File: config.mk
export PLATFORM = sky130hd
export DESIGN_NAME = mem_access_stage
export DESIGN_NICKNAME = d
export VERILOG_FILES = /design/src/rtl/mem_access_stage.sv
export SDC_FILE = /design/constraint.sdc
export NUM_CORES = 1
export LEC_CHECK = 0
export ABC_CLOCK_PERIOD_IN_PS = 1600
export BUFFER_PORTS_ARGS = -buffer_cell sky130_fd_sc_hd__buf_2
export CORE_AREA = 2 2 125 127
export DETAILED_ROUTE_END_ITERATION = 8
export DIE_AREA = 0 0 127 129
export PLACE_DENSITY = 0.73
export SYNTH_ARGS = -nofsm -noshare
export SYNTH_HDL_FRONTEND = slang
export SYNTH_HIERARCHICAL = 1
export SYNTH_SLANG_ARGS = --single-unit
File: constraint.sdc
create_clock -name clk -period 1.6 [get_ports clk]
set_input_delay 0.24 -clock clk [delete_from_list [all_inputs] [get_ports clk]]
set_output_delay 0.24 -clock clk [all_outputs]
set_load 0.02 [all_outputs]
File: src/rtl/mem_access_stage.sv
// MIPS memory stage with MEM/WB register: byte/half/word loads and stores over a req/ack bus.
// Define MEM_ACCESS_TIMEOUT_EN to add an ack watchdog that aborts stuck transactions and pulses bus_err_w.

module mem_access_lane #(
  parameter int LANE = 0
) (
  input  logic [1:0]  size,
  input  logic [1:0]  off,
  input  logic [31:0] wd,
  output logic        be,
  output logic [7:0]  wbyte
);
  logic [2:0] lane_idx;
  logic [2:0] off_ext;

  assign lane_idx = 3'(LANE);
  assign off_ext  = {1'b0, off};

  always_comb begin
    be    = 1'b0;
    wbyte = wd[8*LANE +: 8];
    if (size[1]) begin
      be    = 1'b1;
      wbyte = wd[8*LANE +: 8];
    end else if (size[0]) begin
      // halfword mask 0011 << off, truncated to four lanes
      be    = (lane_idx >= off_ext) && (lane_idx < off_ext + 3'd2);
      wbyte = wd[8*(LANE % 2) +: 8];
    end else begin
      be    = (lane_idx == off_ext);
      wbyte = wd[7:0];
    end
  end
endmodule

module mem_access_stage #(
  parameter int ADDR_W         = 32,
  parameter int TIMEOUT_CYCLES = 16
) (
  input  logic              clk,
  input  logic              rst_n,
  input  logic              valid_m,
  input  logic              mem_read_m,
  input  logic              mem_write_m,
  input  logic [1:0]        mem_size_m,
  input  logic              mem_unsigned_m,
  input  logic [31:0]       alu_result_lo_m,
  input  logic [31:0]       alu_result_hi_m,
  input  logic [31:0]       write_data_m,
  input  logic              reg_write_m,
  input  logic [1:0]        reg_write_data_sel_m,
  input  logic [4:0]        reg_file_write_addr_m,
  output logic              dmem_req,
  output logic              dmem_we,
  output logic [ADDR_W-1:0] dmem_addr,
  output logic [3:0]        dmem_be,
  output logic [31:0]       dmem_wdata,
  input  logic              dmem_ack,
  input  logic [31:0]       dmem_rdata,
  output logic              stall_m,
  output logic              addr_err_m,
  output logic              bus_err_w,
  output logic              reg_write_w,
  output logic [1:0]        reg_write_data_sel_w,
  output logic [31:0]       data_mem_read_data_w,
  output logic [31:0]       alu_result_hi_w,
  output logic [31:0]       alu_result_lo_w,
  output logic [4:0]        reg_file_write_addr_w
);

  typedef enum logic {IDLE, WAIT} state_t;

  typedef struct packed {
    logic        reg_write;
    logic [1:0]  sel;
    logic [31:0] rdata;
    logic [31:0] hi;
    logic [31:0] lo;
    logic [4:0]  waddr;
  } wb_t;

  state_t           state;
  wb_t              wb_q;
  logic [1:0]       off;
  logic             is_half, is_word, mem_acc, mem_op, tmo;
  logic [3:0]       be_raw;
  logic [3:0][7:0]  wdata_raw;
  logic [31:0]      shifted, load_data;

  assign off     = alu_result_lo_m[1:0];
  assign is_word = mem_size_m[1];
  assign is_half = (mem_size_m == 2'b01);
  assign mem_acc = valid_m & (mem_read_m | mem_write_m);

  assign addr_err_m = mem_acc & ((is_half & off[0]) | (is_word & (off != 2'b00)));
  assign mem_op     = mem_acc & ~addr_err_m;

  // request drops combinationally in reset so a pending transaction is abandoned at once
  assign dmem_req = rst_n & (((state == IDLE) & mem_op) | ((state == WAIT) & ~tmo));
  assign stall_m  = dmem_req & ~dmem_ack;

  for (genvar i = 0; i < 4; i++) begin : g_lane
    mem_access_lane #(.LANE(i)) u_lane (
      .size  (mem_size_m),
      .off   (off),
      .wd    (write_data_m),
      .be    (be_raw[i]),
      .wbyte (wdata_raw[i])
    );
  end

  assign dmem_we    = dmem_req & mem_write_m;
  assign dmem_addr  = dmem_req ? ADDR_W'({alu_result_lo_m[31:2], 2'b00}) : '0;
  assign dmem_be    = dmem_req ? (mem_write_m ? be_raw : 4'hF) : 4'h0;
  assign dmem_wdata = dmem_we ? wdata_raw : 32'h0;

  assign shifted = dmem_rdata >> {off, 3'b000};

  always_comb begin
    load_data = shifted;
    if (!is_word) begin
      if (is_half) load_data = {{16{~mem_unsigned_m & shifted[15]}}, shifted[15:0]};
      else         load_data = {{24{~mem_unsigned_m & shifted[7]}},  shifted[7:0]};
    end
  end

`ifdef MEM_ACCESS_TIMEOUT_EN
  localparam int CNT_W = $clog2(TIMEOUT_CYCLES + 1);
  logic [CNT_W-1:0] tmo_cnt;
  logic             bus_err_q;

  assign tmo       = (state == WAIT) & ~dmem_ack & (tmo_cnt == CNT_W'(TIMEOUT_CYCLES - 1));
  assign bus_err_w = bus_err_q;
`else
  logic unused_timeout;
  assign unused_timeout = ^32'(TIMEOUT_CYCLES);
  assign tmo            = 1'b0;
  assign bus_err_w      = 1'b0;
`endif

  always_ff @(posedge clk or negedge rst_n) begin
    if (!rst_n) begin
      state <= IDLE;
`ifdef MEM_ACCESS_TIMEOUT_EN
      tmo_cnt   <= '0;
      bus_err_q <= 1'b0;
`endif
    end else begin
      case (state)
        IDLE:    if (dmem_req & ~dmem_ack) state <= WAIT;
        WAIT:    if (dmem_ack | tmo)       state <= IDLE;
        default: state <= IDLE;
      endcase
`ifdef MEM_ACCESS_TIMEOUT_EN
      bus_err_q <= tmo;
      if (state == WAIT && !dmem_ack && !tmo) tmo_cnt <= tmo_cnt + 1'b1;
      else                                    tmo_cnt <= '0;
`endif
    end
  end

  // a stalled cycle becomes a bubble; an aborted or misaligned access retires without a write
  always_ff @(posedge clk or negedge rst_n) begin
    if (!rst_n) begin
      wb_q <= '0;
    end else begin
      if (stall_m) begin
        wb_q.reg_write <= 1'b0;
      end else begin
        wb_q.reg_write <= reg_write_m & valid_m & ~addr_err_m & ~tmo;
        wb_q.sel       <= reg_write_data_sel_m;
        wb_q.hi        <= alu_result_hi_m;
        wb_q.lo        <= alu_result_lo_m;
        wb_q.waddr     <= reg_file_write_addr_m;
      end
      if (dmem_req & dmem_ack & ~mem_write_m) wb_q.rdata <= load_data;
    end
  end

  assign reg_write_w           = wb_q.reg_write;
  assign reg_write_data_sel_w  = wb_q.sel;
  assign data_mem_read_data_w  = wb_q.rdata;
  assign alu_result_hi_w       = wb_q.hi;
  assign alu_result_lo_w       = wb_q.lo;
  assign reg_file_write_addr_w = wb_q.waddr;

endmodule

==> qor.yml, run 1 <==
outcome:
  run_status: "finished, violations left"
  violations: "setup timing"
logic_synthesis:
  yosysSeqAreaShare_pct: 43.9
  synth_top_area_share_pct: 43.9
  synth-xor-area-share_pct: 0
  synth_top_family_by_area: "multiplexers"
  synth_cells: 497
  synth_area_mm2: 0.00599
  avgSynthCellArea_um2: 12.1
  synth_compound_area_share_pct: 9.65
  synthMuxAreaShare_pct: 28.0
  yosys.area_share.adder_pct: 0.209
  ys_seq_elements: 105
  ys_types: 43
  synth_top_cells_by_area: "dfrtp_1, mux2_4, mux2_2, and2_1, and3_1"
  synth_warnings: 6
  synthSimpleGateAreaFrac_pct: 11.1
  synth_top_area_cell: "dfrtp_1"
timing:
  rsz0062_at_grt: "true"
  relSlewSlack_pct: 62.8
  setup_viol: 111
  fin_hold_ws_ps: 101
  fin_crit_ps: 1790
  slew_violations: 0
  finalSetupTns_ps: -11400
  tightest_slew_ps: 557
  hold_violations: 0
  fmax_ghz: 0.558
  fin_crit_sh_pct: 112
  layout_setup_ws_ps: -191
  clock_skew_ps: 7.53
clock_tree:
  clk_pin_slew_ps: 70
  clock-sinks: 105
  clock_path_buffers: 2
  clock_latency_ps: 350
  tritoncts: "yes"
  cts_made_buffers: 9
  cts_max_level: 3
  cts_root_buf: "clkbuf_16"
placement:
  portBuffers: 318
  gp_congestion: 0.829
  place_ws_ps: -226
  place_inst: 997
  dpl.hpwl_um: 13200
cells_and_area:
  nets: 988
  num_antenna_cells: 0
  area_delta_synth_final_pct: 56.4
  regArea_mm2: 0.00263
  nFillCells: 1137
  drive_gt1_share_pct: 66.1
  utilization_pct: 62.6
  instances_no_fill: 1035
  multiInputGateArea_mm2: 0.00332
grt:
  grt_antenna_before_repair: 1
  overflow: 0
  grt_pass1_wl_um: 27600
  grt_pass1_vias: 5112
  grt_max_degree: 38
  grtUsageTotal_pct: 21.7
critical_path:
  worstPathMaxFanout: 7
  crit_chain: "a31o_4, clkbuf_16, and3_4, buf_6"
  crit_buf_inv: 2
  slowest_stage: "dfrtp_1"
  required_ps: 1360
  crit_family: "flip-flops"
  start_kind: "flip-flop"
  cp_slowest_stage_delay_ps: 410
  crit_type: "reg2out"
  worstSetupEndpointType: "output port"
  arrival_ps: 1550
die:
  start_util_pct: 40.0
  fp.dieH_um: 129
  rows: 45
  die_w_um: 127
  io_pins: 322
  core_mm2: 0.0150
  die_area_mm2: 0.0164
routing:
  drt_iter0_markers: 294
  vias_per_cell: 5.16
  vias: 5341
  wl_um: 19500
  route.detailed.drc: 0
  firstDrtPassIters: 4
  antenna_left: 0
  routedWlPerCell_um: 18.8
power:
  peakVddDrop_v: 0.000494
  power_leakage_nw: 4.59
  clockPowerShare_pct: 27.9
  comb_power_share_pct: 34.4
  p_per_area_mw_per_mm2: 933
  internal-power_mw: 5.86
  seqPwrFrac_pct: 37.7
  p_sw_mw: 2.88
  swShare_pct: 33.0
job:
  cap_violations: 0
worst_hold_path:
  worstHoldPathType: "in2async"
## what timing repair did
action	in CTS	in global routing
pin swaps	8	21
hold buffers	3	0
resized for setup	112	92
endpoints found under the setup margin	69	151
hold endpoints to repair	47	0
cloned	2	8
setup buffers	4	5
## power groups by stage
stage	registers, mW	clock network (mW)	logic (mW)
after floorplan	3.83	0	1.02
after global placement	3.32	0	2.53
after detailed placement	3.33	0	2.56
after CTS	3.29	2.49	2.73
after global routing	3.34	2.62	3.20
final	3.29	2.44	3.01
## cell usage in the layout (no fill, tap or decap), drive strengths merged, types with 2 or more instances in the layout
cell type    instances
a21boi               2
a22o                 7
a211oi               7
mux2i               16
o21bai               2
nor2                 4
o211ai               2
and2                33
bufinv               2
and3                30
or2                  2
nand2               30
dfrtp              105
mux2               104
nor3b                2
a21oi               36
conb                 3
dlygate4sd3          2
buf                371
clkbuf              17
inv                 12
o21ai               17
a31oi               19
mux4                 2
nor2b               10
## sequential cells by signal, indices dropped and copies added, names as in the netlist
| register | cells |
|---|---|
| reg_file_write_addr_w | 5 |
| alu_result_hi_w | 32 |
| reg_write_w | 1 |
| state | 1 |
| data_mem_read_data_w | 32 |
| alu_result_lo_w | 32 |
| reg_write_data_sel_w | 2 |
## worst paths after layout
path	startpoint	to	slack [ps]	cells past startpoint
max	state	dmem_addr[17]	-190	4
min	rst_n	alu_result_hi_w[2]	100	3
max reg2reg	state	alu_result_lo_w[2]	-70	7
min reg2reg	data_mem_read_data_w[11]	data_mem_read_data_w[11]	500	1
max in group asynchronous	rst_n	alu_result_lo_w[9]	450	3
min in group clk	dmem_ack	state	100	2
## routing by layer
layer	global-route usage [%]	routed length, µm	vias up	share of wire, %
met4	7.11	430	2	2.2
met3	4.66	1310	37	6.7
li1	-	-	2446	-
met5	0	11	-	0.056
met2	39.2	10100	252	52
met1	25.7	7650	2604	39
## stage by stage
step | total power, mW | area [µm²]
global route | 9.16 | 9370
global placement | 5.86 | 7880
CTS | 8.51 | 8710
floorplan | 4.85 | 6000
finish | 8.74 | 9370
detailed placement | 5.89 | 7880
## logic make-up (layout without fill, tap and decap cells)
| family | count (synthesis) | in the layout |
|---|---|---|
| flip-flops | 105 | 105 |
| multiplexers | 122 | 122 |
| buffers and inverters | 57 | 405 |
| adder cells (fa/ha/maj) | 1 | 1 |
| AO/OA/AOI/OAI | 95 | 95 |
| other | 1 | 3 |
| AND/OR/NAND/NOR | 116 | 116 |
## synthesized netlist by cell type
library cell    n
dfrtp_1       105
a21boi_1        1
inv_1           9
nand2_1        30
o21ai_0         8
ha_1            1
nand2b_1        1
nor2_1          3
and2_1         33
or2_0           1
a31oi_1        19
clkbuf_1       12
o21bai_1        2
buf_1           1
mux2_2         24
o21ai_2         1
buf_6           6
a21oi_1        36
mux2i_1        16
nor2_4          1
o21ai_1         8
nand3b_1        1
buf_2          11
a21boi_0        1
conb_1          1
a31o_2          1
o211ai_2        1
nor2b_1        10
o21a_2          1
mux2_4         80
or2_2           1
and3b_2         1
buf_12          7
o211ai_1        1
a22o_1          7
a211oi_1        7
buf_4          11
mux4_2          2
and3_1         30
nor3b_2         2
nand3_1         1
a21o_2          1
nor3_1          1
## area by class of cell
type,count,area share (%)
Clock inverter,6,1.04
Tap cell,188,2.51
Timing Repair Buffer,380,30.2
Inverter,9,0.361
Clock buffer,10,2.44
Sequential cell,105,28.0
Multi-Input combinational cell,337,35.4
## worst register-to-register path, stage by stage (launching register included)
cell and delay, ps:
dfrtp_1 390, buf_4 140, a31oi_4 40, nor3b_4 230, buf_6 140, buf_12 140
clkbuf_16 170, mux2_4 300
Note: power is estimated with default switching activity, not from simulation.
==> run 2, diff against run 1 <==
Settings changed: SKIP_CTS_REPAIR_TIMING set to 1, SLEW_MARGIN set to 15.
==> run 2 against run 1 <==
The flow still finishes with violations (setup timing). Clock skew about the same. Clock power about the same. Setup slack worse by 0.64 ps. First-iteration DRC count down 24%. Highest routed layer unchanged.
==> qor.yml, run 2 (synthesized netlist as in run 1, its figures left out) <==
job:
  cap_violations: 0  # unchanged
cells_and_area:
  area_delta_synth_final_pct: 42.8
  drive_gt1_share_pct: 60.9  # -5.3 points
  nets: 974  # -1.4%
  final_common_cell: "buf_2"
  num_antenna_cells: 0  # unchanged
  final_cell_mix: "buf_2, dfrtp_1, mux2_4"
power:
  power_leakage_nw: 4.43  # -3.4%
  p_per_area_mw_per_mm2: 982  # +5.2%
  peakVddDrop_v: 0.000504  # +2.0%
timing:
  setup_viol: 69  # -38%
  clock_skew_ps: 7.13  # -0.405 ps
  layout_setup_ws_ps: -191  # -0.642 ps
  fin_crit_ps: 1790  # +0.642 ps
  finalSetupTns_ps: -10500  # +900 ps
  fin_crit_sh_pct: 112  # about the same
  fmax_ghz: 0.558  # about the same
  hold_violations: 0  # unchanged
  slew_violations: 0  # unchanged
  rsz0062_at_grt: "true"
  fin_hold_ws_ps: 71.9  # -29.0 ps
critical_path:
  crit_buf_inv: 2  # unchanged
  required_ps: 1360  # about the same
  worst-r2r-cell-count: 6  # -1
  crit_type: "reg2out"
  cp_slowest_stage_delay_ps: 420  # about the same
  worstPathMaxFanout: 14  # +7
  worst-path-stages: 4  # unchanged
  crit_chain: "a31o_4, clkbuf_16, and3_1, buf_2"
  worstSetupEndpointType: "output port"
  arrival_ps: 1550  # about the same
  slowest_stage: "dfrtp_1"
  crit_family: "flip-flops"
  start_kind: "flip-flop"
clock_tree:
  clock_latency_ps: 350  # about the same
  cts_root_buf: "clkbuf_16"
  clk_pin_slew_ps: 70  # about the same
  cts_made_buffers: 9  # unchanged
  clock-sinks: 105  # unchanged
  clock_path_buffers: 2  # unchanged
  cts_max_level: 3  # unchanged
  tritoncts: "yes"
outcome:
  violations: "setup timing"
  run_status: "finished, violations left"
routing:
  firstDrtPassIters: 4  # unchanged
  routedWlPerCell_um: 17.4  # -7.8%
  route.detailed.drc: 0  # unchanged
  wl_um: 17700  # -9.1%
  vias_per_cell: 5.02  # -2.8%
  drt_iter0_markers: 224  # -24%
  antenna_left: 0  # unchanged
  vias: 5121  # -4.1%
die:
  core_mm2: 0.0150  # unchanged
  io_pins: 322  # unchanged
  die_area_mm2: 0.0164  # unchanged
  start_util_pct: 40.0  # unchanged
  die_w_um: 127  # unchanged
  fp.dieH_um: 129  # unchanged
  rows: 45  # unchanged
placement:
  portBuffers: 318  # unchanged
  place_ws_ps: -226  # unchanged
  dpl.hpwl_um: 13200  # unchanged
  gp_congestion: 0.829  # unchanged
grt:
  grt_max_degree: 56  # +47%
  grtUsageTotal_pct: 20.3  # -1.4 points
  overflow: 0  # unchanged
  use_met2_pct: 35.7  # -3.5 points
  use_met1_pct: 24.6  # -1.2 points
  use_met3_pct: 4.53  # -0.12 points
  grt_antenna_before_repair: 1  # unchanged
  grt_pass1_wl_um: 26000  # -5.8%
  grt-busiest-layer: "met2"
  grt_pass1_vias: 4915  # -3.9%
worst_hold_path:
  worstHoldPathType: "in2async"
## run 2: changes by cell type in the layout (fill, tap and decap cells not counted), sizes merged
cell / previous run / this run
clkbuf: 17 / 11
buf: 371 / 362
dlygate4sd3: 2 / 3
## run 2: through the flow
stage | instances | cell area, µm² | util [%] | power, mW
floorplan | 499 | 6000 | - | 4.85
global placement | 997 | 7880 | 52.6 | 5.86
detailed placement | 997 | 7880 | 52.6 | 5.89
CTS | 1013 | 8200 | 54.8 | 8.34
global route | 1021 | 8550 | 57.1 | 8.79
finish | 1021 | 8550 | 57.1 | 8.40
## run 2: path summary, 6_finish.rpt
path,from,to,slack (ps)
setup reg to reg,state,data_mem_read_data_w[30],80
min in group clk,dmem_ack,state,100
max in group asynchronous,rst_n,alu_result_lo_w[9],610
hold reg to reg,alu_result_lo_w[17],alu_result_lo_w[17],500
setup / recovery,state,dmem_addr[12],-190
hold / removal,rst_n,alu_result_hi_w[21],70
## run 2: cell type report
type	count	area, µm²
Clock inverter	6	97.6
Inverter	9	33.8
Clock buffer	10	229
Timing Repair Buffer	366	2280
Sequential cell	105	2630
Tap cell	188	235
Multi-Input combinational cell	337	3050
Fill cell	1254	6430
## run 2: report_power, final
part	total (mW)	internal [mW]	switching (mW)	leakage (nW)
Combinational	2.67	1.19	1.48	3.03
Sequential	3.29	3.06	0.226	1.24
Clock	2.44	1.40	1.04	0.160
## run 2: tightest hold or removal path: stages
cell and delay [ps]:
buf_4 170, buf_12 160, buf_12 210
## run 2: routing by layer
layer	part of all wire, %	vias up	routed length [µm]
li1	-	2413	-
met1	40	2445	7120
met2	50	227	8920
met3	7.2	34	1270
met4	2.2	2	397
met5	0.062	-	11
==> run 3, diff against run 2 <==
==> constraint.sdc (replaced) <==
create_clock -name clk -period 1.6 [get_ports clk]
set_input_delay 0.16 -clock clk [delete_from_list [all_inputs] [get_ports clk]]
set_output_delay 0.16 -clock clk [all_outputs]
set_load 0.02 [all_outputs]
==> run 3 against run 2 <==
The run still ends with setup timing left. Register-to-register slack lost 70 ps. Global-route usage shrank 0.26 points. Clock power decreased by 12%. Largest cell class unchanged. Largest power group unchanged. Critical path depth unchanged. Combinational power is 3% lower. Critical path type unchanged. Sequential power is essentially flat. Non-clock buffer count decreased by 1.
==> qor.yml, run 3 (synthesized netlist as in run 1, its figures left out) <==
die:
  fp.dieH_um: 129  # unchanged
  die_area_mm2: 0.0164  # unchanged
  start_util_pct: 40.0  # unchanged
  rows: 45  # unchanged
  die_w_um: 127  # unchanged
  core_mm2: 0.0150  # unchanged
  io_pins: 322  # unchanged
cells_and_area:
  nets: 973  # -0.10%
  final_common_cell: "buf_2"
  regArea_mm2: 0.00263  # unchanged
  drive_gt1_share_pct: 59.9  # -1.0 points
  final_cell_mix: "buf_2, dfrtp_1, mux2_4"
  utilization_pct: 55.9  # -1.2 points
  instances_no_fill: 1020  # -0.098%
  nFillCells: 1311  # +4.5%
  multiInputGateArea_mm2: 0.00298  # -2.1%
  num_antenna_cells: 0  # unchanged
  area_delta_synth_final_pct: 39.9
clock_tree:
  clock_path_buffers: 2  # unchanged
  cts_made_buffers: 9  # unchanged
  clk_pin_slew_ps: 70  # about the same
  clock_latency_ps: 340  # about the same
  clock-sinks: 105  # unchanged
  cts_root_buf: "clkbuf_16"
  tritoncts: "yes"
  cts_max_level: 3  # unchanged
power:
  p_per_area_mw_per_mm2: 961  # -2.1%
  comb_power_share_pct: 32.4  # +0.6 points
  seqPwrFrac_pct: 40.9  # +1.8 points
  p_sw_mw: 2.75  # about the same
  clockPowerShare_pct: 26.7  # -2.4 points
  internal-power_mw: 5.30  # -6.1%
  swShare_pct: 34.1  # +1.4 points
  power_leakage_nw: 4.41  # -0.44%
  peakVddDrop_v: 0.000471  # -6.6%
critical_path:
  cp_slowest_stage_delay_ps: 400  # -20 ps
  required_ps: 1440  # +80 ps
  worstPathMaxFanout: 37  # +23
  crit_family: "flip-flops"
  crit_type: "reg2out"
  crit_buf_inv: 2  # unchanged
  slowest_stage: "dfrtp_1"
  worstSetupEndpointType: "output port"
  arrival_ps: 1560  # about the same
  start_kind: "flip-flop"
  crit_chain: "a31o_2, buf_12, and3_4, buf_2"
outcome:
  run_status: "finished, violations left"
  violations: "setup timing"
routing:
  route.detailed.drc: 0  # unchanged
  drt_iter0_markers: 268  # +20%
  firstDrtPassIters: 4  # unchanged
  vias_per_cell: 5.01  # -0.16%
  wl_um: 17500  # -1.4%
  routedWlPerCell_um: 17.1  # -1.3%
  antenna_left: 0  # unchanged
  vias: 5108  # -0.25%
placement:
  place_inst: 997  # unchanged
  place_ws_ps: -127  # +99.6 ps
  gp_congestion: 0.839  # +1.2%
  dpl.hpwl_um: 13500  # +2.2%
  portBuffers: 318  # unchanged
timing:
  slew_violations: 0  # unchanged
  fin_crit_ps: 1720  # -67.7 ps
  hold_violations: 0  # unchanged
  rsz0062_at_grt: "true"
  clock_skew_ps: 5.62  # -1.50 ps
  layout_setup_ws_ps: -124  # +67.7 ps
  fin_crit_sh_pct: 108  # -4.2 points
  setup_viol: 64  # -7.2%
  fmax_ghz: 0.580  # +3.9%
grt:
  grt_pass1_wl_um: 25800  # -0.88%
  grt_pass1_vias: 4845  # -1.4%
  grt_max_degree: 53  # -5.4%
  overflow: 0  # unchanged
  grt_antenna_before_repair: 0  # -1
  grtUsageTotal_pct: 20.0  # -0.26 points
job:
  cap_violations: 0  # unchanged
worst_hold_path:
  worstHoldPathType: "in2reg"
run 3: cell types whose count changed in the layout (fill, tap and decap cells not counted), sizes merged:
cell | previous run | this run
buf | 362 | 361
clkinv | 1 | 2
clkinvlp | 0 | 2
bufinv | 2 | 0
clkbuf | 11 | 10
run 3: final timing paths:
kind / end / slack, ps / from / depth (start not counted)
worst min-delay path: reg_write_w / 40 / reg_write_m / 3
worst max register to register: alu_result_hi_w[22] / 10 / state / 6
min in group asynchronous: alu_result_lo_w[24] / 80 / rst_n / 4
max in group asynchronous: alu_result_lo_w[28] / 780 / rst_n / 4
worst max-delay path: dmem_addr[3] / -120 / state / 4
worst min register to register: alu_result_lo_w[14] / 510 / alu_result_lo_w[14] / 1
run 3: power by group through the flow:
stage,clock [mW],combinational [mW],sequential [mW]
after floorplan,0,1.02,3.83
after global placement,0,2.53,3.33
after detailed placement,0,2.57,3.34
after CTS,2.21,2.57,3.29
after global routing,2.31,2.79,3.34
final,2.15,2.60,3.30
run 3: through the flow:
stage / instance area, µm² / power (mW) / setup TNS (ps) / hold WS (ps)
4_1_cts: 8180 / 8.07 / -6420 / -369
3_3_place_gp: 7890 / 5.86 / -6280 / 1.71
3_5_place_dp: 7890 / 5.90 / -8250 / 6.22
6_report: 8380 / 8.05 / -4060 / 40.1
2_1_floorplan: 6000 / 4.85 / 0 / -136
5_1_grt: 8380 / 8.44 / -11410 / 26.7
run 3: cell type report:
type,instances,area share [%]
multi-input cells,337,35.6
repair buffers,365,26.3
clock inverters,7,0.777
well taps,188,2.81
inverters,9,0.403
flip-flops and latches,105,31.4
clock buffers,9,2.69
run 3: worst min-delay path: cells and delay by family:
kind / cells / cell delay, ps
buffers and inverters: 1 / 90
AND/OR/NAND/NOR: 2 / 90
run 3: layer usage:
metal	GRT usage [%]	wire length [µm]	vias up
met1	25.5	7100	2425
met5	0	0	-
met3	3.74	1240	26
met4	7.24	361	0
li1	-	-	2411
met2	34.2	8780	246
